`src/rtl/serial_adder_pkg.sv`:
```
// serial_adder_pkg: shared FSM state encodings for the bit-serial adder controller.
package serial_adder_pkg;
  localparam int ST_W = 2;
  typedef enum logic [ST_W-1:0] {
    ST_IDLE = 2'd0,
    ST_RUN  = 2'd1,
    ST_DONE = 2'd2
  } state_t;
endpackage

```
`src/rtl/Half_Adder.sv`:
```
// Half_Adder: 1-bit half adder.
//   a, b  : addend bits
//   sum   : a xor b
//   carry : a and b
module Half_Adder (
  input  logic a,
  input  logic b,
  output logic sum,
  output logic carry
);
  assign sum   = a ^ b;
  assign carry = a & b;
endmodule

```
`src/rtl/full_adder_slice.sv`:
```
// full_adder_slice: 1-bit full adder built from two Half_Adder instances and an OR.
//   a, b, cin : slice inputs
//   sum, cout : slice sum and carry out
module full_adder_slice (
  input  logic a,
  input  logic b,
  input  logic cin,
  output logic sum,
  output logic cout
);
  logic s0, c0, c1;
  Half_Adder u_ha0 (.a(a),  .b(b),   .sum(s0),  .carry(c0));
  Half_Adder u_ha1 (.a(s0), .b(cin), .sum(sum), .carry(c1));
  assign cout = c0 | c1;
endmodule

```
`src/rtl/serial_adder_ctrl.sv`:
```
// serial_adder_ctrl: sequences one full-adder slice LSB-first over WIDTH cycles to add two operands.
//   clk, rst           : clock, asynchronous active-high reset
//   Start              : request, sampled only when idle
//   Input_A, Input_B   : operands, captured on the accepted Start edge
//   Busy               : high while an addition is in flight (RUN and DONE)
//   Done               : one-cycle pulse marking Output_S/Output_C (and Output_V) valid
//   Output_S, Output_C : registered sum and carry out, held until the next result
//   Output_V           : signed overflow, only when SERIAL_ADDER_OVF_EN is defined
module serial_adder_ctrl
  import serial_adder_pkg::*;
#(
  parameter int WIDTH = 8
) (
  input  logic             clk,
  input  logic             rst,
  input  logic             Start,
  input  logic [WIDTH-1:0] Input_A,
  input  logic [WIDTH-1:0] Input_B,
  output logic             Busy,
  output logic             Done,
  output logic [WIDTH-1:0] Output_S,
  output logic             Output_C
`ifdef SERIAL_ADDER_OVF_EN
  ,
  output logic             Output_V
`endif
);
  localparam int CW = $clog2(WIDTH);
  state_t           state;
  logic [WIDTH-1:0] a_sh, b_sh, s_sh;
  logic             carry;
  logic [CW-1:0]    bit_cnt;
  logic             fa_s, fa_c;
`ifdef SERIAL_ADDER_OVF_EN
  logic             c_msb;
`endif
  full_adder_slice u_fa (.a(a_sh[0]), .b(b_sh[0]), .cin(carry), .sum(fa_s), .cout(fa_c));
  always_ff @(posedge clk or posedge rst) begin
    if (rst) begin
      state    <= ST_IDLE;
      a_sh     <= '0;
      b_sh     <= '0;
      s_sh     <= '0;
      carry    <= 1'b0;
      bit_cnt  <= '0;
      Busy     <= 1'b0;
      Done     <= 1'b0;
      Output_S <= '0;
      Output_C <= 1'b0;
`ifdef SERIAL_ADDER_OVF_EN
      c_msb    <= 1'b0;
      Output_V <= 1'b0;
`endif
    end else begin
      Done <= 1'b0;
      case (state)
        ST_IDLE: if (Start) begin
          a_sh    <= Input_A;
          b_sh    <= Input_B;
          carry   <= 1'b0;
          bit_cnt <= '0;
          Busy    <= 1'b1;
          state   <= ST_RUN;
        end
        ST_RUN: begin
          // sum bits enter at the MSB so the first (LSB) bit lands at bit 0 after WIDTH shifts
          s_sh    <= {fa_s, s_sh[WIDTH-1:1]};
          carry   <= fa_c;
          a_sh    <= a_sh >> 1;
          b_sh    <= b_sh >> 1;
          bit_cnt <= bit_cnt + 1'b1;
`ifdef SERIAL_ADDER_OVF_EN
          // last write happens in the final RUN cycle: the carry into the MSB
          c_msb   <= carry;
`endif
          if (bit_cnt == CW'(WIDTH - 1)) state <= ST_DONE;
        end
        ST_DONE: begin
          Output_S <= s_sh;
          Output_C <= carry;
`ifdef SERIAL_ADDER_OVF_EN
          Output_V <= c_msb ^ carry;
`endif
          Done     <= 1'b1;
          Busy     <= 1'b0;
          state    <= ST_IDLE;
        end
        default: state <= ST_IDLE;
      endcase
    end
  end
endmodule

```
`config.mk`:
```
export PLATFORM = sky130hd
export DESIGN_NAME = serial_adder_ctrl
export DESIGN_NICKNAME = d
export VERILOG_FILES = /design/src/rtl/serial_adder_pkg.sv /design/src/rtl/Half_Adder.sv /design/src/rtl/full_adder_slice.sv /design/src/rtl/serial_adder_ctrl.sv
export SDC_FILE = /design/constraint.sdc
export NUM_CORES = 1
export LEC_CHECK = 0
export BUFFER_PORTS_ARGS = -buffer_cell sky130_fd_sc_hd__buf_2
export CAP_MARGIN = 20
export CELL_PAD_IN_SITES_DETAIL_PLACEMENT = 0
export CELL_PAD_IN_SITES_GLOBAL_PLACEMENT = 1
export CORE_MARGIN = 2
export CORE_UTILIZATION = 44
export DETAILED_ROUTE_END_ITERATION = 8
export PLACE_DENSITY_LB_ADDON = 0.1
export SLEW_MARGIN = 10
export SYNTH_ARGS = -nofsm -noshare
export SYNTH_HDL_FRONTEND = slang
export SYNTH_SLANG_ARGS = --single-unit
```
`constraint.sdc`:
```
create_clock -name clk -period 1.3 [get_ports clk]
set_input_delay 0.13 -clock clk [delete_from_list [all_inputs] [get_ports clk]]
set_output_delay 0.13 -clock clk [all_outputs]
set_load 0.005 [all_outputs]
```
Yosys cells after proc, flatten, opt, wreduce, memory -nomap -nowiden
Cells that the tools add are included.

storage, ports and cells
  word-level logic and storage cells = 41
  output and inout port bits = 11
  register bits after elaboration = 41
  bits of input ports = 19

operators by class
  muxes and demuxes = 14
  bitwise logic cells = 5
  eq/ne operators = 5
  reductions and logical operators = 6
  add/sub/neg operators = 1

operators by type and width
  kind                                                 count
  one-hot mux 8 bit (2 select lines)                   2
  two-way mux 8 bit                                    2
  one-hot mux 3 bit (2 select lines)                   1
  AND reduction 2 bit                                  3
  two-way mux 2 bit                                    2
  != test 2 bit, second input constant                 2
  one-hot mux 1 bit (2 select lines)                   2
  one-hot mux 2 bit (2 select lines)                   1
  nonzero test 2 bit                                   2
  adder 3 x 1 -> 3 bit, second input constant          1
  equality test 3 bit, second input constant           1
  two-way mux 1 bit                                    3
  two-way mux 3 bit                                    1
  AND 1 bit                                            2
  equality test 2 x 1 -> 1 bit, second input constant  1
  equality test 2 bit, second input constant           1
  zero test 2 bit                                      1
  bitwise XOR 1 bit                                    2
  OR 1 bit                                             1

Depth between registers and ports, before layout
Gate-level depths: netlist (run 1).

  depth after elaboration = 4
  depth in mapped cells = 6
  gate-level depth less buffers = 3

Modules after synthesis
Synthesis (run 1) repeated with hierarchy kept, for this count alone.

second synthesis, totals
  cells, all modules = 145
  area, all modules = 1,747.9 sq um

by module, submodules not included
  module             cells each  area an instance (sq um)  seq. area each (sq um)  instances
  serial_adder_ctrl  142         1,716.6                   1,026.0                 1
  Half_Adder         1           12.5                      0.0                     2
  full_adder_slice   1           6.3                       0.0                     1

Worst setup path before layout (run 1)
OpenSTA, ideal clock, no wires.

  kind = register -> register
  start = register state[0]
  end = register Output_C
  buffers on the path = 2
  cell stages (with the launch flop) = 5
  arrival time = 1.096 ns
  clock period less this slack = 1.220 ns
  slack = 0.080 ns
  setup time = 0.125 ns
  data required time = 1.175 ns
  path through = dfrtp_1 > buf_4 > nor2_2 > buf_6 > mux2_2

on the way
  longest elaborated chain between the ends = 1

RTL lines
  element                 RTL line                 source
  start, declared         serial_adder_ctrl.sv:29  state_t state;
  start signal, assigned  serial_adder_ctrl.sv:40  state <= ST_IDLE;
  start signal, assigned  serial_adder_ctrl.sv:63  state <= ST_RUN;
  start signal, assigned  serial_adder_ctrl.sv:76  if (bit_cnt == CW'(WIDTH - 1)) state <= ST_DONE;
  equality test 2 bit     serial_adder_ctrl.sv:56  case (state)
  end signal, assigned    serial_adder_ctrl.sv:80  Output_C <= carry;
  end, declared           serial_adder_ctrl.sv:22  output logic Output_C

No other way between the ends.
A chain may end at the register's enable or synchronous reset.

Worst setup path after layout (run 1)
  start = register state[0]
  end = register Output_S[4]

on the way
  longest elaborated chain between the ends = 1

RTL lines
  element               RTL line                 source
  equality test 2 bit   serial_adder_ctrl.sv:56
  end signal, assigned  serial_adder_ctrl.sv:79  Output_S <= s_sh;
  end, declared         serial_adder_ctrl.sv:21  output logic [WIDTH-1:0] Output_S,

No other way between the ends.

==> results of run 1 <==
==> per-stage QoR <==
step	area, um2	TNS (ns)	setup slack [ns]	utilization (%)
2_1_floorplan	1780	0	0.0797	-
3_3_place_gp	2040	0	0.0257	51.6
3_5_place_dp	2040	-0.116	-0.0634	51.6
4_1_cts	2150	0	0.00450	54.6
5_1_grt	2170	-0.00371	-0.00371	55.2
6_report	2170	0	0.0399	55.2
==> what timing repair did <==
item                                   in CTS  in global routing
endpoints found under the hold margin      41                  0
setup buffers                               0                  1
gates resized for setup                     3                  4
setup endpoints to repair                   3                 22
hold buffers                                1                  0
==> cell type report <==
cell class / count / area [um2]
Inverter: 10 / 38.8
Timing Repair Buffer: 44 / 289
Multi-Input combinational cell: 85 / 656
Tap cell: 50 / 62.6
Clock buffer: 7 / 96.3
Fill cell: 357 / 1770
Clock inverter: 1 / 5.00
Sequential cell: 41 / 1030
==> synthesized netlist by cell type (6+ instances only) <==
library cell   n
inv_1          8
dfrtp_1       41
a21oi_1       11
o21ai_0        6
o22ai_1       11
mux2_2        16
==> how the worst max path moves through the flow <==
stage | slack, ns | depth (start not counted) | end
after floorplan | 0.08 | 4 | Output_C
after global routing | -0.004 | 4 | a_sh[6]
after global placement | 0.03 | 3 | a_sh[3]
final | 0.04 | 3 | Output_S[4]
after CTS | 0.004 | 3 | Output_S[4]
after detailed placement | -0.06 | 4 | b_sh[6]
==> power by group <==
| group | internal, W | switching (W) |
|---|---|---|
| logic | 0.000931 | 0.000782 |
| clock network | 0.000480 | 0.000412 |
| registers | 0.00184 | 0.000337 |
==> kinds of logic after synthesis <==
| group | synth area share (%) |
|---|---|
| multiplexers | 10.1 |
| buffers and inverters | 6.19 |
| AND/OR/NAND/NOR | 8.65 |
| adder cells (fa/ha/maj) | 2.53 |
| flip-flops | 57.7 |
| AO/OA/AOI/OAI | 14.8 |
==> sequential cells by signal (all words and copies together), names as in the netlist <==
name      count
a_sh          8
carry         1
state         2
Busy          1
bit_cnt       3
Output_C      1
Output_S      8
Done          1
b_sh          8
s_sh          8
==> cell usage in the layout, fill, tap and decap left out <==
cell type,n
nor3b_1,3
o21bai_2,1
buf_6,1
inv_1,8
o221a_1,1
inv_2,1
buf_4,11
a221oi_1,3
clkbuf_8,7
o22a_1,4
mux2_2,16
nand2_1,4
o22ai_1,11
clkinv_2,2
o21ai_0,6
nor2_2,3
dlygate4sd3_1,1
nor3_1,3
ha_1,2
a21oi_1,11
fa_1,1
o221a_2,1
dfrtp_2,1
nand2b_4,1
buf_12,2
and3_1,1
dfrtp_1,40
a22o_1,2
nor3b_2,1
nor2b_1,4
buf_2,29
nor2_1,3
nand3b_1,2
nand2b_2,1
==> worst max-delay path, cell delays in order, from the launching register on <==
cell	delay (ns)
dfrtp_2	0.48
nor2_2	0.18
buf_12	0.15
mux2_2	0.34
==> routing by layer <==
metal / vias up / part of all wire [%] / global-route usage [%]
met4: 0 / 1.2 / 6.63
met3: 5 / 4.1 / 4.17
met2: 31 / 49 / 29.0
met1: 620 / 46 / 23.2
li1: 600 / - / -
met5: - / 0 / 0
==> results by group, run 1 <==
Yosys
  – Synth area leader: dfrtp_1
  – FF+latch count, synth: 41
  – Syn Inst Count: 145
  – Mapped Area: 1780 um2
  – Main synth FF type: dfrtp_1
  – Synth unique cells: 29
  – Syn_area_per_cell: 12.3 um2
  – Syn. warnings: 0
  – Mapped Nets: 167
  – Top post-synthesis cells by area: dfrtp_1 (58%), mux2_2 (10%), o22ai_1 (3.9%)
  – Synth top area share: 57.7%
  – FFs w/ async S/R, synth: 100%
  – Seq/Total Area, Yosys: 57.7%
  – EDFF count, synth: 0

Timing
  – Fmax: 794 MHz
  – Slew HR: 83.3%
  – Worst hold margin: 0.0827 ns
  – Slew Limit Fails: 0
  – Period minus WS final: 1.26 ns
  – Final Hold Vio Count: 0
  – Slew at the pin closest to its max-slew limit: 0.251 ns
  – Final setup viols: 0
  – Worst Skew: 0.00468 ns
  – Final period util: 96.9%

Worst setup path
  – Worst setup SP type: flop
  – RR Startpoint: state[0]
  – Worst Path Arrival: 1.43 ns
  – R2r endpoint: Output_S[4]
  – Critical path required time: 1.47 ns
  – CP Launch Point: state[0]
  – Setup crit end kind: flop
  – R2r setup slk: 0.04 ns
  – Worst r2r path cells: 3
  – Crit Path Max Fanout: 11
  – Critical path class: flop to flop

Flow run
  – Maxcap violations: 0

Floorplanning
  – Boundary pin count: 30
  – Starting Density: 45.1%
  – Die W: 67.6 um
  – Die area: 4570 um2
  – Site Rows: 23
  – Core region area: 3940 um2
  – Die height: 67.6 um

Worst hold path
  – Hold path depth: 3
  – Hold WC Path Type: input pin to flop
  – Hold path startpoint: Input_B[7]
  – Worst hold endpoint: b_sh[7]

Finish
  – # diodes: 0
  – Fraction of layout cells with a size suffix above 1: 41.5%
  – Nets: 209
  – Synthesis-to-finish area growth: 22.3%
  – Final Non-Filler Cells: 238

Clock network
  – CTS tree: yes
  – Clock Latency Late Sink: 0.28 ns
  – CTS Buf Count: 5
  – H-tree depth: 2
  – Clk buf depth: 2
  – Worst-path clk slew: 0.08 ns
  – Clk sinks: 41
  – CTS Root Cell: clkbuf_8

GRT
  – Antenna violations before repair: 0
  – GRT Total Usage: 17.9%
  – First-pass GRT wire length: 6010 um
  – Gr ovfl total: 0
  – Vias in the first global route: 1282
  – Largest net degree at the start of global routing: 42

Power and ir drop
  – Power per cell area: 2200 nW/um2
  – Final Power: 0.00478 W
  – Worst VDD drop: 0.809 mV
  – Leakage power: 1.03 nW

Placed design
  – Routability Congestion: 0.757
  – Inst Count DP: 228
  – Port buffer count: 29
  – Post-DP HPWL: 2430 um

Drt
  – Final wirelength: 3510 um
  – Initial drt markers: 86
  – Drt first pass iters: 4
  – Drc violations: 0
  – WL per Instance: 14.8 um
  – Mean number of vias per cell: 5.28
  – Vias: 1256
  – Routed Antenna Nets: 0

Run status
  – Outcome: completed
No activity file was read; power rests on OpenSTA's default activity.
==> inputs of run 2 (changes only) <==
--- a/config.mk
+++ b/config.mk
@@ -9,6 +9,7 @@
 export CAP_MARGIN = 20
 export CELL_PAD_IN_SITES_DETAIL_PLACEMENT = 0
 export CELL_PAD_IN_SITES_GLOBAL_PLACEMENT = 1
+export CORE_ASPECT_RATIO = 2
 export CORE_MARGIN = 2
 export CORE_UTILIZATION = 44
 export DETAILED_ROUTE_END_ITERATION = 8
==> results by group, run 2 (synthesis results as in run 1) <==
Finish
  – Nets: 205 (was 209)
  – Fraction of layout cells with a size suffix above 1: 39.1% (was 41.5%)
  – Final Non-Filler Cells: 235 (was 238)
  – Commonest non-fill, non-tap cell in the layout: dfrtp_1 (unchanged)
  – # diodes: 0 (unchanged)
  – Synthesis-to-finish area growth: 20.0% (was 22.3%)
  – Most frequent cells in the layout: dfrtp_1 (40), buf_2 (29), mux2_2 (16) (unchanged)

Clock network
  – Clk sinks: 41 (unchanged)
  – CTS Root Cell: clkbuf_8 (unchanged)
  – Clock Latency Late Sink: 0.28 ns (about the same)
  – H-tree depth: 2 (unchanged)
  – CTS tree: yes (unchanged)
  – Worst-path clk slew: 0.08 ns (about the same)
  – Clk buf depth: 2 (unchanged)
  – CTS Buf Count: 5 (unchanged)

Drt
  – Drt first pass iters: 3 (was 4)
  – Final wirelength: 3450 um (was 3510 um)
  – Routed Antenna Nets: 0 (unchanged)
  – Initial drt markers: 8 (was 86)
  – Met3 wire length: 87 um (was 143 um)
  – DR top layer: met4 (unchanged)
  – M1 WL: 1330 um (was 1620 um)
  – Routed wl met2: 1940 um (was 1710 um)
  – Vias: 1221 (was 1256)
  – Drc violations: 0 (unchanged)
  – WL per Instance: 14.7 um (was 14.8 um)
  – Mean number of vias per cell: 5.20 (was 5.28)

Floorplanning
  – Die height: 93.9 um (was 67.6 um)
  – Die W: 49.0 um (was 67.6 um)
  – Core region area: 3880 um2 (was 3940 um2)
  – Starting Density: 45.8% (was 45.1%)
  – Boundary pin count: 30 (unchanged)
  – Die area: 4600 um2 (was 4570 um2)
  – Site Rows: 32 (was 23)

Worst setup path
  – CP max stage cell: dfrtp_2 (unchanged)
  – Critical Path Max Stage Delay: 0.45 ns (was 0.48 ns)
  – R2r setup slk: 0.06 ns (was 0.04 ns)
  – Worst setup SP type: flop (unchanged)
  – Worst Path Arrival: 1.46 ns (was 1.43 ns)
  – Critical path class: flop to flop (unchanged)
  – RR Startpoint: state[0] (unchanged)
  – Worst r2r path cells: 3 (unchanged)
  – Crit-path cells: o21bai_1 > buf_4 > a22o_1 (was nor2_2 > buf_12 > mux2_2)
  – R2r endpoint: bit_cnt[2] (was Output_S[4])
  – Bufs and invs on worst path: 1 (unchanged)
  – Crit Path Max Fanout: 5 (was 11)
  – Setup crit end kind: flop (unchanged)
  – Delay-heaviest family, CP: compound AO/OA/AOI/OAI gates (was flip-flops)
  – Critical path required time: 1.52 ns (was 1.47 ns)

Timing
  – Fmax: 807 MHz (was 794 MHz)
  – Slew HR: 71.5% (was 83.3%)
  – Final period util: 95.3% (was 96.9%)
  – Worst Skew: 0.00358 ns (was 0.00468 ns)
  – Final worst setup slack: 0.0610 ns (was 0.0399 ns)
  – Slew Limit Fails: 0 (unchanged)
  – Final Hold Vio Count: 0 (unchanged)
  – Slew at the pin closest to its max-slew limit: 0.427 ns (was 0.251 ns)
  – Period minus WS final: 1.24 ns (was 1.26 ns)
  – Unrepaired setup endpoints after global routing: false
  – Final setup viols: 0 (unchanged)

Power and ir drop
  – Power per cell area: 2160 nW/um2 (was 2200 nW/um2)
  – Worst VDD drop: 1.27 mV (was 0.809 mV)
  – Leakage power: 0.996 nW (was 1.03 nW)

Run status
  – Outcome: completed (unchanged)

GRT
  – Gr ovfl total: 0 (unchanged)
  – Largest net degree at the start of global routing: 42 (unchanged)
  – Antenna violations before repair: 0 (unchanged)
  – GRT Total Usage: 17.0% (was 17.9%)
  – First-pass GRT wire length: 6000 um (was 6010 um)
  – Vias in the first global route: 1296 (was 1282)

Worst hold path
  – Worst hold endpoint: b_sh[7] (unchanged)
  – Hold WC Path Type: input pin to flop (unchanged)
  – Hold path depth: 3 (unchanged)
  – Hold path startpoint: Input_B[7] (unchanged)

Placed design
  – Pre-CTS setup slack: -0.0170 ns (was -0.0634 ns)
  – Routability Congestion: 0.821 (was 0.757)
  – Post-DP HPWL: 2540 um (was 2430 um)
  – Inst Count DP: 226 (was 228)
  – Port buffer count: 29 (unchanged)

Flow run
  – Maxcap violations: 0 (unchanged)
-- run 2: worst max-delay path by stage --
stage / from / end / slack (ns) / cells past startpoint
floorplan: state[0] / Output_C / 0.08 / 4
global placement: state[0] / a_sh[6] / 0.02 / 4
detailed placement: state[0] / a_sh[6] / -0.02 / 4
CTS: state[0] / a_sh[6] / 0.01 / 4
global route: state[0] / bit_cnt[0] / 0.0005 / 4
finish: state[0] / bit_cnt[2] / 0.06 / 3
-- run 2: metrics by stage --
stage / power (W) / hold slack, ns / TNS (ns) / area, um2 / utilization, %
2_1_floorplan: 0.00337 / 0.266 / 0 / 1780 / -
3_3_place_gp: 0.00378 / 0.194 / 0 / 2010 / 51.9
3_5_place_dp: 0.00386 / 0.206 / -0.0242 / 2010 / 51.9
4_1_cts: 0.00469 / 0.0799 / 0 / 2120 / 54.5
5_1_grt: 0.00501 / 0.0933 / 0 / 2130 / 54.9
6_report: 0.00462 / 0.0834 / 0 / 2130 / 54.9
-- run 2: final cells by class --
class	instances	area (um2)
tap	51	63.8
timing repair buffer	40	255
clock inverter	2	10.0
multi-input combinational	85	667
fill	370	1750
sequential	41	1030
clock buffer	6	72.6
inverter	10	37.5
-- run 2: metal layers --
metal | vias up | track usage [%]
met5 | - | 0
met4 | 0 | 7.62
met3 | 7 | 3.03
met2 | 25 | 31.2
met1 | 600 | 18.9
li1 | 589 | -
-- run 2: tightest hold or removal path: stages --
cell and delay, ns:
buf_2 0.10, nand2_1 0.04, o21ai_0 0.06
-- run 2: where the power goes --
part | switching (W) | total [W] | leakage, nW | internal (W)
Clock | 0.000410 | 0.000782 | 0.0450 | 0.000372
Sequential | 0.000331 | 0.00217 | 0.501 | 0.00183
Combinational | 0.000785 | 0.00167 | 0.450 | 0.000883
-- run 2: repair_timing --
| action | in CTS | in global routing |
|---|---|---|
| gates resized for setup | 3 | 4 |
| hold buffers | 1 | 0 |
| setup buffers | 0 | 0 |
| hold endpoints to repair | 41 | 0 |
| setup endpoints to repair | 2 | 7 |
| pin swaps | 0 | 0 |
